File: config.mk
export PLATFORM = sky130hd
export DESIGN_NAME = seg7_scan_ctrl
export DESIGN_NICKNAME = d
export VERILOG_FILES = /design/src/rtl/seg7_pkg.sv /design/src/rtl/seg7_hex_decode.sv /design/src/rtl/seg7_scan_ctrl.sv
export SDC_FILE = /design/constraint.sdc
export NUM_CORES = 1
export LEC_CHECK = 0
export BUFFER_PORTS_ARGS = -buffer_cell sky130_fd_sc_hd__buf_2
export CAP_MARGIN = 20
export CORE_MARGIN = 5
export CORE_UTILIZATION = 45
export CTS_BUF_LIST = sky130_fd_sc_hd__clkbuf_4 sky130_fd_sc_hd__clkbuf_8 sky130_fd_sc_hd__clkbuf_16
export DETAILED_ROUTE_END_ITERATION = 6
export GPL_ROUTABILITY_DRIVEN = 0
export SYNTH_ARGS = -nofsm -noshare
export SYNTH_HDL_FRONTEND = slang
export SYNTH_SLANG_ARGS = --single-unit
File: constraint.sdc
create_clock -name refresh_clk -period 4 [get_ports refresh_clk]
set_clock_uncertainty 0.1 [all_clocks]
set_input_delay 0.2 -clock refresh_clk [delete_from_list [all_inputs] [get_ports refresh_clk]]
set_output_delay 0.2 -clock refresh_clk [all_outputs]
set_load 0.03 [all_outputs]
File: src/rtl/seg7_pkg.sv
// Shared constants for the 7-segment scan driver: segment bit positions,
// the 16-entry hex glyph table and output polarity helpers.
package seg7_pkg;

  localparam int unsigned SEG_W  = 8;
  localparam int unsigned SEG_A  = 7;
  localparam int unsigned SEG_B  = 6;
  localparam int unsigned SEG_C  = 5;
  localparam int unsigned SEG_D  = 4;
  localparam int unsigned SEG_E  = 3;
  localparam int unsigned SEG_F  = 2;
  localparam int unsigned SEG_G  = 1;
  localparam int unsigned SEG_DP = 0;

  typedef logic [SEG_W-1:0] seg_vec_t;

  // Places an {a,b,c,d,e,f,g} pattern onto the segment bit positions, DP clear.
  function automatic seg_vec_t segs(input logic [6:0] abcdefg);
    seg_vec_t v;
    v        = '0;
    v[SEG_A] = abcdefg[6];
    v[SEG_B] = abcdefg[5];
    v[SEG_C] = abcdefg[4];
    v[SEG_D] = abcdefg[3];
    v[SEG_E] = abcdefg[2];
    v[SEG_F] = abcdefg[1];
    v[SEG_G] = abcdefg[0];
    return v;
  endfunction

  localparam seg_vec_t HEX_GLYPH [16] = '{
    segs(7'b1111110), segs(7'b0110000), segs(7'b1101101), segs(7'b1111001),
    segs(7'b0110011), segs(7'b1011011), segs(7'b1011111), segs(7'b1110000),
    segs(7'b1111111), segs(7'b1111011), segs(7'b1110111), segs(7'b0011111),
    segs(7'b0001101), segs(7'b0111101), segs(7'b1001111), segs(7'b1000111)
  };

  function automatic seg_vec_t seg_polarity(input seg_vec_t seg_on, input logic active_low);
    return active_low ? ~seg_on : seg_on;
  endfunction

  function automatic seg_vec_t seg_off(input logic active_low);
    return active_low ? '1 : '0;
  endfunction

endpackage

File: src/rtl/seg7_hex_decode.sv
// Hex nibble plus decimal point to active-high {A..G,DP} segment vector.
module seg7_hex_decode
  import seg7_pkg::*;
(
  input  logic [3:0]       nibble,
  input  logic             dp,
  output logic [SEG_W-1:0] seg
);

  always_comb begin
    seg         = HEX_GLYPH[nibble];
    seg[SEG_DP] = dp;
  end

endmodule

File: src/rtl/seg7_scan_ctrl.sv
// Multiplexed 7-segment scan driver: PWM brightness, dead time and frame-synchronous
// double buffering. Define SEG7_LEADING_ZERO_BLANK_EN to blank leading zero digits.
module seg7_scan_ctrl
  import seg7_pkg::*;
#(
  parameter int unsigned N_DIGITS       = 8,
  parameter int unsigned SLOT_CYCLES    = 16,
  parameter int unsigned DEAD_CYCLES    = 1,
  parameter int unsigned BRIGHT_W       = 4,
  parameter bit          SEG_ACTIVE_LOW = 1'b1,
  parameter bit          DIG_ACTIVE_LOW = 1'b1,
  localparam int unsigned IDX_W = (N_DIGITS > 1) ? $clog2(N_DIGITS) : 1
) (
  input  logic                  refresh_clk,
  input  logic                  rst_n,
  input  logic                  enable,
  input  logic                  load,
  input  logic [4*N_DIGITS-1:0] numbers,
  input  logic [N_DIGITS-1:0]   dp,
  input  logic [BRIGHT_W-1:0]   brightness,
  output logic [N_DIGITS-1:0]   digit_sel_n,
  output logic [SEG_W-1:0]      seg_n,
  output logic [IDX_W-1:0]      digit_idx,
  output logic                  frame_done
);

  localparam int unsigned         SLOT_W     = (SLOT_CYCLES > 1) ? $clog2(SLOT_CYCLES) : 1;
  localparam int unsigned         ON_MAX     = SLOT_CYCLES - DEAD_CYCLES;
  localparam logic [SLOT_W-1:0]   SLOT_LAST  = SLOT_W'(SLOT_CYCLES - 1);
  localparam logic [IDX_W-1:0]    DIGIT_LAST = IDX_W'(N_DIGITS - 1);
  localparam logic [BRIGHT_W-1:0] BRIGHT_RST =
    (ON_MAX >= (32'd1 << BRIGHT_W)) ? '1 : BRIGHT_W'(ON_MAX);

  logic [SLOT_W-1:0]     slot_q, slot_d;
  logic [IDX_W-1:0]      digit_q, digit_d;
  logic [4*N_DIGITS-1:0] stage_num_q, stage_num_d, shadow_num_q, shadow_num_d;
  logic [N_DIGITS-1:0]   stage_dp_q, stage_dp_d, shadow_dp_q, shadow_dp_d;
  logic [BRIGHT_W-1:0]   stage_br_q, stage_br_d, shadow_br_q, shadow_br_d;
  logic                  pending_q, pending_d;

  logic [N_DIGITS-1:0]   digit_sel_n_q, digit_sel_n_d;
  logic [SEG_W-1:0]      seg_n_q, seg_n_d;
  logic [IDX_W-1:0]      digit_idx_q, digit_idx_d;
  logic                  frame_done_q, frame_done_d;

  logic                  boundary, frame_edge;
  logic [3:0]            cur_nib;
  logic                  cur_dp, cur_blank, lit;
  logic [N_DIGITS-1:0]   dig_onehot;
  logic [SEG_W-1:0]      dec_seg;
  logic [31:0]           slot_ext, on_cycles;

  assign boundary   = (slot_q == SLOT_LAST) && (digit_q == DIGIT_LAST);
  // Disabled scan has no frames, so every cycle acts as a commit point.
  assign frame_edge = !enable || boundary;

  always_comb begin
    slot_d       = slot_q;
    digit_d      = digit_q;
    stage_num_d  = stage_num_q;
    stage_dp_d   = stage_dp_q;
    stage_br_d   = stage_br_q;
    shadow_num_d = shadow_num_q;
    shadow_dp_d  = shadow_dp_q;
    shadow_br_d  = shadow_br_q;
    pending_d    = pending_q;

    if (!enable) begin
      slot_d  = '0;
      digit_d = '0;
    end else if (slot_q == SLOT_LAST) begin
      slot_d  = '0;
      digit_d = (digit_q == DIGIT_LAST) ? '0 : digit_q + IDX_W'(1);
    end else begin
      slot_d  = slot_q + SLOT_W'(1);
    end

    if (load) begin
      stage_num_d = numbers;
      stage_dp_d  = dp;
      stage_br_d  = brightness;
    end

    if (frame_edge) begin
      if (load) begin
        shadow_num_d = numbers;
        shadow_dp_d  = dp;
        shadow_br_d  = brightness;
      end else if (pending_q) begin
        shadow_num_d = stage_num_q;
        shadow_dp_d  = stage_dp_q;
        shadow_br_d  = stage_br_q;
      end
      pending_d = 1'b0;
    end else if (load) begin
      pending_d = 1'b1;
    end
  end

`ifdef SEG7_LEADING_ZERO_BLANK_EN
  logic [N_DIGITS-1:0] blank_mask;

  // Walk down from the top digit; blanking stops at the first nonzero or dotted digit.
  always_comb begin
    logic leading;
    leading    = 1'b1;
    blank_mask = '0;
    for (int unsigned i = N_DIGITS; i > 1; i--) begin
      if ((shadow_num_q[4*(i-1) +: 4] != 4'h0) || shadow_dp_q[i-1]) leading = 1'b0;
      blank_mask[i-1] = leading;
    end
  end
`endif

  always_comb begin
    cur_nib    = '0;
    cur_dp     = 1'b0;
    cur_blank  = 1'b0;
    dig_onehot = '0;
    for (int unsigned i = 0; i < N_DIGITS; i++) begin
      if (digit_q == IDX_W'(i)) begin
        cur_nib       = shadow_num_q[4*i +: 4];
        cur_dp        = shadow_dp_q[i];
        dig_onehot[i] = 1'b1;
`ifdef SEG7_LEADING_ZERO_BLANK_EN
        cur_blank     = blank_mask[i];
`endif
      end
    end
  end

  seg7_hex_decode u_decode (
    .nibble (cur_nib),
    .dp     (cur_dp),
    .seg    (dec_seg)
  );

  always_comb begin
    slot_ext      = 32'(slot_q);
    on_cycles     = (32'(shadow_br_q) < ON_MAX) ? 32'(shadow_br_q) : ON_MAX;
    lit           = enable && (slot_ext >= DEAD_CYCLES) && (slot_ext < DEAD_CYCLES + on_cycles);
    digit_sel_n_d = (lit ? dig_onehot : '0) ^ {N_DIGITS{DIG_ACTIVE_LOW}};
    seg_n_d       = seg_polarity((lit && !cur_blank) ? dec_seg : '0, SEG_ACTIVE_LOW);
    digit_idx_d   = digit_q;
    frame_done_d  = enable && boundary;
  end

  always_ff @(posedge refresh_clk) begin
    if (!rst_n) begin
      slot_q        <= '0;
      digit_q       <= '0;
      stage_num_q   <= '0;
      stage_dp_q    <= '0;
      stage_br_q    <= '0;
      shadow_num_q  <= '0;
      shadow_dp_q   <= '0;
      shadow_br_q   <= BRIGHT_RST;
      pending_q     <= 1'b0;
      digit_sel_n_q <= {N_DIGITS{DIG_ACTIVE_LOW}};
      seg_n_q       <= seg_off(SEG_ACTIVE_LOW);
      digit_idx_q   <= '0;
      frame_done_q  <= 1'b0;
    end else begin
      slot_q        <= slot_d;
      digit_q       <= digit_d;
      stage_num_q   <= stage_num_d;
      stage_dp_q    <= stage_dp_d;
      stage_br_q    <= stage_br_d;
      shadow_num_q  <= shadow_num_d;
      shadow_dp_q   <= shadow_dp_d;
      shadow_br_q   <= shadow_br_d;
      pending_q     <= pending_d;
      digit_sel_n_q <= digit_sel_n_d;
      seg_n_q       <= seg_n_d;
      digit_idx_q   <= digit_idx_d;
      frame_done_q  <= frame_done_d;
    end
  end

  assign digit_sel_n = digit_sel_n_q;
  assign seg_n       = seg_n_q;
  assign digit_idx   = digit_idx_q;
  assign frame_done  = frame_done_q;

endmodule

After elaboration in Yosys (flattened, before gate mapping)
Memories as Yosys holds them, arrays and structs flattened. Cells that the tools add are included. Widths: inputs -> output; s select.

Register bits: 116. Bits in read-only memories: 128. Memories kept: 1.

$add $sub $neg: 3. Order comparisons: 4. Equal/unequal tests: 8. Muxes and demuxes: 36. Bitwise gates (word level): 5. Reduce and logical (&&, ||, !) cells: 12.

Memory list: (no name shown) (words 16, width 8, read ports 1, clocked after Yosys merged registers in 0, write ports 0, line seg7_hex_decode.sv:11) `seg = HEX_GLYPH[nibble];`.

Operator list (count): $mux 32 (2); $mux 8 (6); $mux 4 (11); $mux 1 (16); $not 8->8 (2); $eq 3x3->1 const B (4); $eq 3x2->1 const B (2); $add 1x4->5 const A (1); $ge 5x5->1 const B (1); $lt 4x5->1 (1); $not 4->5 (1); $add 4x1->4 const B (1); $eq 4x4->1 const B (1); $ge 4x1->1 const B (1); $logic_and 1x1->1 (4); $lt 4x4->1 const B (1); $reduce_and 2->1 (2); $add 3x1->3 const B (1); $eq 3x1->1 const B (1); $logic_not 3->1 (1); $mux 3 (1); $reduce_or 3->1 (1); $not 1->1 (2); $reduce_bool 2->1 (1); 3 further kinds (3).

Longest topological paths before layout
Depth in word-level cells: 15. Gate-level depth with buffers: 14. Mapped depth without buffers: 11.

Cells and area by module
A second synthesis with hierarchy kept.

Cell total of the unflattened synthesis: 557. Area, all modules: 5043.6 um2.

By module, submodules not included: seg7_scan_ctrl (times used 1, cells an instance 524, area each 4767.1 um2); seg7_hex_decode (times used 1, cells an instance 33, area each 276.5 um2).

Worst setup path after synthesis
Ideal clock, no wire load.

Kind: reg-to-reg. Start: register digit_q[2], in the netlist digit_idx_d[2]. End: register seg_n_q[4], in the netlist seg_n[4]. Arrival time: 2.728 ns. Required time: 3.778 ns. Setup slack: 1.050 ns. Stages on the path, launching flop included: 13. Buffers on the path: 3. Clock period less this slack: 2.950 ns. Cells stage by stage: dfxtp_1 buf_2 inv_1 clkbuf_1 ha_1 buf_2 nor2_1 o211ai_1 a222oi_1 inv_1 ha_1 mux2_2 a221o_1.

Word-level cells in the longest chain between the ends: 15.

Ends and longest elaborated chain: from (decl) (line seg7_scan_ctrl.sv:35) `logic [IDX_W-1:0] digit_q, digit_d;`; from (signal assigned) (line seg7_scan_ctrl.sv:165) `digit_q <= digit_d;`; $logic_not 3->1 (line seg7_scan_ctrl.sv:121) `if (digit_q == IDX_W'(i)) begin`; $mux 4 (7 in series) (line seg7_scan_ctrl.sv:121); $mux 4 (*) (line seg7_scan_ctrl.sv:121); $not 4->5 (not written as such) (*) (line seg7_hex_decode.sv:11); $mem_v2 16x8 (*); $mux 8 (not written as such) (*) (2 in series) (line seg7_hex_decode.sv:11); $mux 8 (*) (line seg7_scan_ctrl.sv:143) `seg_n_d = seg_polarity((lit && !cur_blank) ? dec_seg : '0, SEG_ACTIVE_LOW);`; $not 8->8 (*) (line seg7_pkg.sv:39) `return active_low ? ~seg_on : seg_on;`; to (signal assigned) (line seg7_scan_ctrl.sv:160) `seg_n_q <= seg_off(SEG_ACTIVE_LOW);`; to (signal assigned) (line seg7_scan_ctrl.sv:174) `seg_n_q <= seg_n_d;`; to (decl) (line seg7_scan_ctrl.sv:42) `logic [SEG_W-1:0] seg_n_q, seg_n_d;`.

Every way passes the cells marked *; elsewhere a longest branch is shown, timed or not. The select of a mux whose other input is x is not followed. A chain may end at the register's enable or synchronous reset.

Final worst setup path
Start: register digit_q[0], in the netlist digit_idx_d[0]. End: register seg_n_q[4], in the netlist seg_n[4].

The elaborated chain is that of the path after synthesis.

==> summary.md <==
| Metric | Value |
|---|---|
| Layout area overhead | 27.6% |
| Starting density of the core | 0.458 |
| Critical path required time | 4.29 ns |
| Drc violations | 0 |
| Number of antenna violations at the first check in global routing | 0 |
| CORE AREA | 10800 sq um |
| Pleak | 0.00302 uW |
| Rel. slew slack | 0.346 |
| Prevailing post-synth register cell | dfxtp_1 |
| WL per Instance | 14.4 um |
| Area leader, netlist | dfxtp_1 |
| # IOs | 68 |
| Fraction of layout cells with a size suffix above 1 | 0.175 |
| Area of the multi-input gates | 2410 sq um |
| Sink Count | 116 |
| Synth top area cells | dfxtp_1 (47%), mux2i_1 (9.3%), o211a_1 (8.3%) |
| Synthesized flop and latch total | 116 |
| Power density cells | 458 nW/um^2 |
| Width of the chip | 115 um |
| CP Class | reg2reg |
| Cell Area, Synth | 4970 sq um |
| Syn_nets | 577 |
| Warnings from Yosys | 0 |
| CP endpoint kind | flop |
| Layout fillers | 958 |
| Fmax | 0.288 GHz |
| CTS tree | done |
| Crit path time final | 3.47 ns |
| Via density | 4.99 |
| ANT cells | 0 |
| Placed standard-cell area | 5360 sq um |
| # nets final | 671 |
| Post-synthesis sequential area ratio | 0.468 |
| Most frequent cells in the layout | dfxtp_1 (116), nand2_1 (67), buf_2 (67) |
| Critical Path Start Type | flop |
| Clock buffer count from CTS | 17 |
| Status | complete, no violations |
| Vias | 3755 |
| Data arrival, critical path | 3.75 ns |
| Slew Limit Fails | 0 |
| Asr flop ratio synth | 0 |
| First-pass GRT wire length | 17900 um |
| Largest net degree at the start of global routing | 92 |
| EDFF count, synth | 0 |
| Final design area excluding fillers | 6340 sq um |
| Crit-path max FO | 25 |
| Routed wire length | 10900 um |
| Fin Setup TNS | 0 ns |
| Clock root buffer | clkbuf_8 |
| Synth Area per Inst | 9.76 sq um |
| Worst-Margin Slew | 0.976 ns |
| Final Hold Viols | 0 |
| Max cap viols | 0 |
| Yosys cell types | 47 |
| Die H | 115 um |
| # rows | 38 |
| TritonRoute pass-1 iters | 5 |
| CTS Buffer Depth | 2 |
| Final setup vio count | 0 |
| Hold Crit Class | in2reg |
| Initial DRC Count | 162 |
| Most common cell after layout, fill and taps aside | dfxtp_1 |
| Final Cycle Share | 0.867 |
| Maximum vdd drop | 0.244 mV |
| H-tree Lvls | 4 |
| Yosys top cell area share | 0.468 |
| Number of global-route vias before repair | 3810 |
| Setup Buffers After CTS | 0 |
| Antenna Nets Post-Route | 0 |
| Worst-path clk slew | 0.05 ns |
| RSZ-0062 raised after global routing | no |
| I/O Buffers | 67 |
| Gr usage total | 0.171 |
| Clk_lat worst skew | 0.50 ns |
| GRT overflow | 0 |
| Die ar. | 13200 sq um |
| Post-DP HPWL | 7050 um |
| Synth Instances | 509 |
| FF+latch area | 2320 sq um |
==> Yosys cell counts, types with 4 or more instances <==
cell,number
a21oi_1,16
nand2_1,67
mux2i_1,46
nor2_1,17
a221oi_1,4
buf_2,9
and2_1,4
nor2b_1,45
nor3_1,4
o211a_1,41
o21ai_0,10
o221ai_1,4
dfxtp_1,116
nand3_1,10
ha_1,20
inv_1,19
clkbuf_1,26
o211ai_1,4
==> cell families after synthesis <==
group | synth area share
compound gates | 0.173
xor+xnor | 0.00529
fa+ha+maj | 0.0504
buf+inv | 0.0496
flops | 0.468
mux | 0.0995
simple gates | 0.155
==> final timing paths <==
kind                         end  slack (ns)      startpoint  cells after the start
setup reg to reg        seg_n[4]        0.53  digit_idx_d[0]                      9
hold / removal    shadow_br_q[3]        0.03          enable                      5
setup / recovery        seg_n[4]        0.53  digit_idx_d[0]                      9
hold reg to reg   shadow_dp_q[4]        0.40  shadow_dp_q[4]                      1
==> sequential cells by signal, summed over array words and instances, names as in the netlist, 4 cells and up <==
name,count
seg_n,8
stage_num_q,32
digit_sel_n,8
shadow_dp_q,8
slot_q,4
shadow_num_q,32
stage_dp_q,8
shadow_br_q,4
stage_br_q,4
==> cell type report <==
| type | count | share of cell area |
|---|---|---|
| Timing Repair Buffer | 116 | 0.130 |
| Clock buffer | 23 | 0.0754 |
| Multi-Input combinational cell | 333 | 0.380 |
| Tap cell | 140 | 0.0276 |
| Sequential cell | 116 | 0.367 |
| Clock inverter | 6 | 0.00869 |
| Inverter | 19 | 0.0113 |
==> metrics by stage <==
step	power, uW	hold WS, ns	utilization	setup slack (ns)	std cells
floorplan	1460	0.289	-	1.05	509
CTS	2940	0.00870	0.584	0.505	753
global placement	1530	0.385	0.495	0.646	680
finish	2900	0.0349	0.584	0.534	753
global route	3040	0.0479	0.584	0.299	753
detailed placement	1540	0.387	0.495	0.507	680
==> layer usage <==
metal  global-route usage  up-vias  wire length, um
met5                    0        -                0
met4               0.0704        0               87
met2                0.276       64             5180
met3               0.0374        6              350
met1                0.222     1717             5240
li1                     -     1968                -
==> critical path, cell delays in order, from the launching register on <==
cell and delay (ns):
dfxtp_1 0.41, ha_1 0.68, a21oi_1 0.15, o21ai_0 0.11
o211ai_1 0.12, a222oi_1 0.72, inv_1 0.23, ha_1 0.28
mux2_2 0.26, a221o_1 0.29
==> report_power, final <==
| group | leakage [uW] | switching [uW] | total [uW] | internal (uW) |
|---|---|---|---|---|
| clock network | 0.000273 | 478 | 1350 | 875 |
| logic | 0.00180 | 145 | 291 | 146 |
| registers | 0.000954 | 34.0 | 1260 | 1220 |
==> timing repair <==
item	in CTS	in global routing
hold buffers	44	0
endpoints found under the hold margin	88	0
gates resized for setup	0	0
Note: power is estimated with default switching activity, not from simulation.
